### src/rtl/uop_queue.sv
// uop_queue: decoupling FIFO between the frontend and rename/dispatch.
//   Captures at most one decoded uop per cycle and presents the two oldest
//   uops (slot 0 = oldest, slot 1 = next) to the consumer. It also generates
//   the frontend stall, keeping SKID entries of headroom for uops still in
//   flight. A flush (resteer) empties the queue.
// Ports:
//   clk, rst                    clock, synchronous active-high reset
//   flush                       resteer; empties the queue, dominant over push/pop
//   valid_in, *_in              push request and uop fields
//   deq_cnt                     uops consumed this cycle (3 behaves as 2)
//   valid0_out/valid1_out       slot occupancy flags
//   *0_out, *1_out              slot 0 / slot 1 copies of every uop field
//   stall_out                   registered stall to the frontend
//   count_out                   occupancy, 0..DEPTH
//   overflow_err                sticky: a push was dropped because the queue was full
module uop_queue #(
  parameter int unsigned XLEN  = 32,
  parameter int unsigned UOP_W = 8,
  parameter int unsigned DEPTH = 8,
  parameter int unsigned SKID  = 2
) (
  input  logic                       clk,
  input  logic                       rst,
  input  logic                       flush,
  input  logic                       valid_in,
  input  logic [UOP_W-1:0]           uop_in,
  input  logic                       eoi_in,
  input  logic [4:0]                 dr_in,
  input  logic [4:0]                 sr1_in,
  input  logic [4:0]                 sr2_in,
  input  logic [XLEN-1:0]            imm_in,
  input  logic                       use_imm_in,
  input  logic [XLEN-1:0]            pc_in,
  input  logic                       exception_in,
  input  logic [9:0]                 bhr_in,
  output logic                       stall_out,
  input  logic [1:0]                 deq_cnt,
  output logic                       valid0_out,
  output logic                       valid1_out,
  output logic [UOP_W-1:0]           uop0_out,
  output logic                       eoi0_out,
  output logic [4:0]                 dr0_out,
  output logic [4:0]                 sr10_out,
  output logic [4:0]                 sr20_out,
  output logic [XLEN-1:0]            imm0_out,
  output logic                       use_imm0_out,
  output logic [XLEN-1:0]            pc0_out,
  output logic                       exception0_out,
  output logic [9:0]                 bhr0_out,
  output logic [UOP_W-1:0]           uop1_out,
  output logic                       eoi1_out,
  output logic [4:0]                 dr1_out,
  output logic [4:0]                 sr11_out,
  output logic [4:0]                 sr21_out,
  output logic [XLEN-1:0]            imm1_out,
  output logic                       use_imm1_out,
  output logic [XLEN-1:0]            pc1_out,
  output logic                       exception1_out,
  output logic [9:0]                 bhr1_out,
  output logic [$clog2(DEPTH):0]     count_out,
  output logic                       overflow_err
);

  localparam int unsigned PW = $clog2(DEPTH);
  localparam int unsigned CW = PW + 1;
  localparam int unsigned EW = UOP_W + 1 + 5 + 5 + 5 + XLEN + 1 + XLEN + 1 + 10;
  localparam logic [CW-1:0] STALL_TH = CW'(DEPTH - SKID);
  localparam logic [CW-1:0] FULL_CNT = CW'(DEPTH);

  logic [EW-1:0] r_mem [DEPTH];
  logic [PW-1:0] r_head;
  logic [PW-1:0] r_tail;
  logic [CW-1:0] r_count;
  logic          r_stall;
  logic          r_ovf;

  logic [EW-1:0] w_wr_data;
  logic [PW-1:0] w_head1;
  logic [CW-1:0] w_deq_req;
  logic [CW-1:0] w_eff_deq;
  logic          w_full;
  logic          w_push;
  logic [CW-1:0] w_count_nxt;

  assign w_wr_data = {uop_in, eoi_in, dr_in, sr1_in, sr2_in, imm_in,
                      use_imm_in, pc_in, exception_in, bhr_in};

  // Read side: slot 1 index wraps on its own through the PW-bit add
  assign w_head1 = r_head + 1'b1;
  assign {uop0_out, eoi0_out, dr0_out, sr10_out, sr20_out, imm0_out,
          use_imm0_out, pc0_out, exception0_out, bhr0_out} = r_mem[r_head];
  assign {uop1_out, eoi1_out, dr1_out, sr11_out, sr21_out, imm1_out,
          use_imm1_out, pc1_out, exception1_out, bhr1_out} = r_mem[w_head1];
  assign valid0_out   = (r_count >= CW'(1));
  assign valid1_out   = (r_count >= CW'(2));
  assign count_out    = r_count;
  assign stall_out    = r_stall;
  assign overflow_err = r_ovf;

  // Pop request clamps to 2, then to what is actually stored
  assign w_deq_req = (deq_cnt == 2'd0) ? CW'(0) :
                     (deq_cnt == 2'd1) ? CW'(1) : CW'(2);
  assign w_eff_deq = (w_deq_req > r_count) ? r_count : w_deq_req;

  // Full test uses the current count: a same-cycle pop does not make room
  assign w_full      = (r_count == FULL_CNT);
  assign w_push      = valid_in & ~flush & ~w_full;
  assign w_count_nxt = flush ? CW'(0) : (r_count + CW'(w_push) - w_eff_deq);

  // Control state
  always_ff @(posedge clk) begin
    if (rst) begin
      r_head  <= '0;
      r_tail  <= '0;
      r_count <= '0;
      r_stall <= 1'b0;
      r_ovf   <= 1'b0;
    end else begin
      if (flush) begin
        r_head <= '0;
        r_tail <= '0;
      end else begin
        r_head <= r_head + PW'(w_eff_deq);
        if (w_push)
          r_tail <= r_tail + 1'b1;
        if (valid_in && w_full)
          r_ovf <= 1'b1;
      end
      r_count <= w_count_nxt;
      r_stall <= (w_count_nxt >= STALL_TH);
    end
  end

  // Storage: not reset, not cleared on flush
  always_ff @(posedge clk) begin
    if (w_push)
      r_mem[r_tail] <= w_wr_data;
  end

endmodule
### config.mk
export PLATFORM = sky130hd
export DESIGN_NAME = uop_queue
export DESIGN_NICKNAME = d
export VERILOG_FILES = /design/src/rtl/uop_queue.sv
export SDC_FILE = /design/constraint.sdc
export NUM_CORES = 1
export LEC_CHECK = 0
export CORE_AREA = 5 5 310 312
export CTS_CLUSTER_SIZE = 40
export DETAILED_ROUTE_END_ITERATION = 10
export DIE_AREA = 0 0 315 317
export GPL_ROUTABILITY_DRIVEN = 0
export GPL_TIMING_DRIVEN = 0
export PLACE_DENSITY = 0.68
export SYNTH_ARGS = -nofsm -noshare
export SYNTH_HDL_FRONTEND = slang
export SYNTH_SLANG_ARGS = --single-unit
### constraint.sdc
create_clock -name clk -period 18.1 [get_ports clk]
set_input_delay 3.62 -clock clk [delete_from_list [all_inputs] [get_ports clk]]
set_output_delay 3.62 -clock clk [all_outputs]
set_load 0.01 [all_outputs]
==> impl_metrics.py <==
metrics = {
    "status": {
        "outcome": "completed",
    },
    "floorplanning": {
        "start_util": 0.398,
        "io_pins": 314,
        "core_sq_um": 92800,
        "die_y_um": 317,
        "fp.dieW_um": 315,
        "rows": 112,
        "die_area_sq_um": 99900,
    },
    "grt": {
        "antenna_found_initial": 14,
        "gr-usage-all-layers": 0.198,
        "grt_start_max_net_pins": 24,
        "grt-ovfl-total": 0,
        "grt_pass1_wl_um": 143000,
        "grt_pass1_vias": 21000,
    },
    "worst_setup_path": {
        "r2r_start": "count_out[2]",
        "cp_cell_sequence": "ha_1 -> buf_2 -> clkbuf_1 -> buf_2 -> mux4_2 -> mux2_2 -> clkdlybuf4s50_1",
        "required_ns": 14.48,
        "cp_num_buf_inv": 4,
        "crit_type": "reg2out",
        "ff2ff_setup_slack_ns": 14.66,
        "cp_slowest_cell": "clkbuf_1",
        "setup.worst_path.start_class": "flip-flop",
        "cp-endpoint": "imm1_out[10]",
        "crit_start": "r_head[1]",
        "r2r_cells": 11,
        "cpPeakStageDelay_ns": 1.03,
        "crit_family": "buffers and inverters",
        "r2r_end": "r_mem[0][65]",
        "crit_top_cell": "buf_2",
        "crit_path_end_kind": "output pin",
        "cp_num_cells": 7,
        "arrival_ns": 4.58,
        "path_max_fanout": 10,
    },
    "route": {
        "firstDrtPassIters": 5,
        "drc": 0,
        "num_vias": 19600,
        "antenna_left": 0,
        "routed_wl_um": 99800,
        "wl_per_cell_um": 29.1,
        "drtIter0Drc": 1767,
        "vias_per_cell": 5.73,
    },
    "yosys": {
        "yosysMostFrequentCell": "edfxtp_1",
        "synth_warnings": 0,
        "synth.avg_cell_area_sq_um": 23.0,
        "yosysTopAreaCell": "edfxtp_1",
        "synth_fp_nets": 1727,
        "synthTopCellsByCount": "edfxtp_1, mux4_2, mux2_2",
        "ys.flop_type": "edfxtp_1",
        "netlist.area_leader.share": 0.651,
        "synth_cell_type_count": 36,
        "synthArstFlopShare": 0,
        "synth_edf_count": 800,
        "synth-seq-area-share": 0.658,
        "syn_inst": 1606,
        "synth_seq_cells": 812,
        "synth.area.top_cells": "edfxtp_1, mux4_2, mux2_2",
        "synth_area_sq_um": 36900,
    },
    "place": {
        "numPortBuffers": 313,
        "hpwl_um": 68100,
        "placed_area_sq_um": 42700,
        "pre_cts_ws_ns": 10.41,
        "place_inst": 3262,
    },
    "sta": {
        "maxSlewViolCount": 0,
        "fmax_mhz": 122,
        "fin_crit_ns": 8.20,
        "setup_viol": 0,
        "fin_crit_sh": 0.453,
        "slew_headroom": 0.0764,
        "worstMarginPinSlew_ns": 1.39,
        "clock_skew_ns": 0.0249,
        "finalWorstSetupSlack_ns": 9.90,
        "rsz0062_at_grt": "false",
        "finalHoldViolCount": 0,
    },
    "finish": {
        "fin_cells": 3426,
        "finalNetCount": 2217,
        "area_delta_synth_final_pct": 23.3,
        "stdcell_area_sq_um": 45500,
        "drive_above_1_share": 0.421,
    },
    "clock_network": {
        "cts-buffers-inserted": 86,
        "postCtsHoldBufs": 0,
        "cts_tree": "built",
        "cts.sinks": 812,
        "cts-root-buf": "clkbuf_16",
        "post-cts-setup-buffer-count": 0,
        "cts_resized": 0,
        "clk_latency_ns": 0.65,
        "h-tree-depth": 3,
        "cts.path.max_buffers": 3,
        "clk_pin_slew_ns": 0.06,
    },
    "hold_path": {
        "hp-class": "reg2reg",
    },
    "power_and_ir_drop": {
        "p_total_mw": 5.07,
        "power_per_cell_area_nw_per_um2": 111,
        "p_leak_nw": 14.0,
        "peakVddDrop_mv": 0.0719,
    },
    "run": {
        "drv_cap": 0,
    },
}
-- final cells by class --
class                   instances  area [sq um]
diodes                          8          20.0
well taps                    1254          1570
repair buffers                402          4210
plain buffers                 111           783
multi-input cells             676         11900
clock inverters                56           449
fillers                      7465         47300
inverters                       7          26.3
flip-flops and latches        812         24300
clock buffers                 100          2270
-- per-layer routing --
metal | wire length, um | track usage | vias up | part of all wire
met5 | 67 | 0 | - | 0.00067
met4 | 2220 | 0.0510 | 10 | 0.022
met3 | 8510 | 0.0553 | 140 | 0.085
met2 | 50600 | 0.336 | 780 | 0.51
met1 | 38400 | 0.254 | 10600 | 0.39
li1 | - | - | 8079 | -
-- worst reg2reg max path, cell delays in order (launching register included) --
cell and delay, ns:
dfxtp_1 0.39, inv_1 0.10, ha_1 0.23, or3b_2 0.23
nand2_1 0.18, nor4_2 0.80, buf_4 0.29, buf_4 0.17
buf_4 0.18, buf_4 0.19, buf_4 0.21, buf_4 0.20
-- cell families after synthesis --
kind of cell    Yosys count  synth area share
buf+inv                 118            0.0219
fa+ha+maj                15           0.00549
mux                     604             0.306
flops                   812             0.658
compound gates           14           0.00224
xor+xnor                  3          0.000712
simple gates             40           0.00576
-- sequential cells by signal, summed over array words and instances (netlist names) --
name and cells:
stall_out 1, overflow_err 1, r_head 3, r_tail 3, r_mem 800, count_out 4
-- worst min-delay path by stage --
stage / start / end / slack [ns] / cells past startpoint
floorplan: r_tail[2] / r_tail[2] / 0.50 / 2
global placement: overflow_err / overflow_err / 0.48 / 2
detailed placement: overflow_err / overflow_err / 0.47 / 2
CTS: overflow_err / overflow_err / 0.48 / 2
global route: overflow_err / overflow_err / 0.55 / 2
finish: overflow_err / overflow_err / 0.47 / 2
-- cell usage in the layout (no fill, tap or decap), drive strengths merged, types with 2 or more instances in the layout --
cell type      instances
mux4                 400
edfxtp               800
mux2                 201
clkdlybuf4s50        313
or2                    2
diode                  8
fa                     2
nor3                   4
xor2                   2
ha                    13
inv                    9
buf                  179
clkinv                43
clkbuf               121
o21ai                  4
mux2i                  3
clkinvlp               5
bufinv                 6
or3                    2
nand2                  8
nor2                   6
nand2b                 5
nor2b                  2
nand3                  2
and2                   4
a21oi                  5
dfxtp                 12
-- power by group --
group	leakage [nW]	total [mW]	switching, mW	internal, mW
registers	7.32	2.12	0.0162	2.10
clock network	1.32	1.70	0.716	0.981
logic	5.40	1.25	0.588	0.667
-- metrics by stage --
step	setup TNS [ns]	utilization	hold slack (ns)
floorplan	0	-	0.504
detailed placement	0	0.461	0.465
CTS	0	0.490	0.478
global placement	-1998.33	0.448	0.476
finish	0	0.490	0.470
global route	0	0.490	0.546
Power figures use the tool's default switching activity.
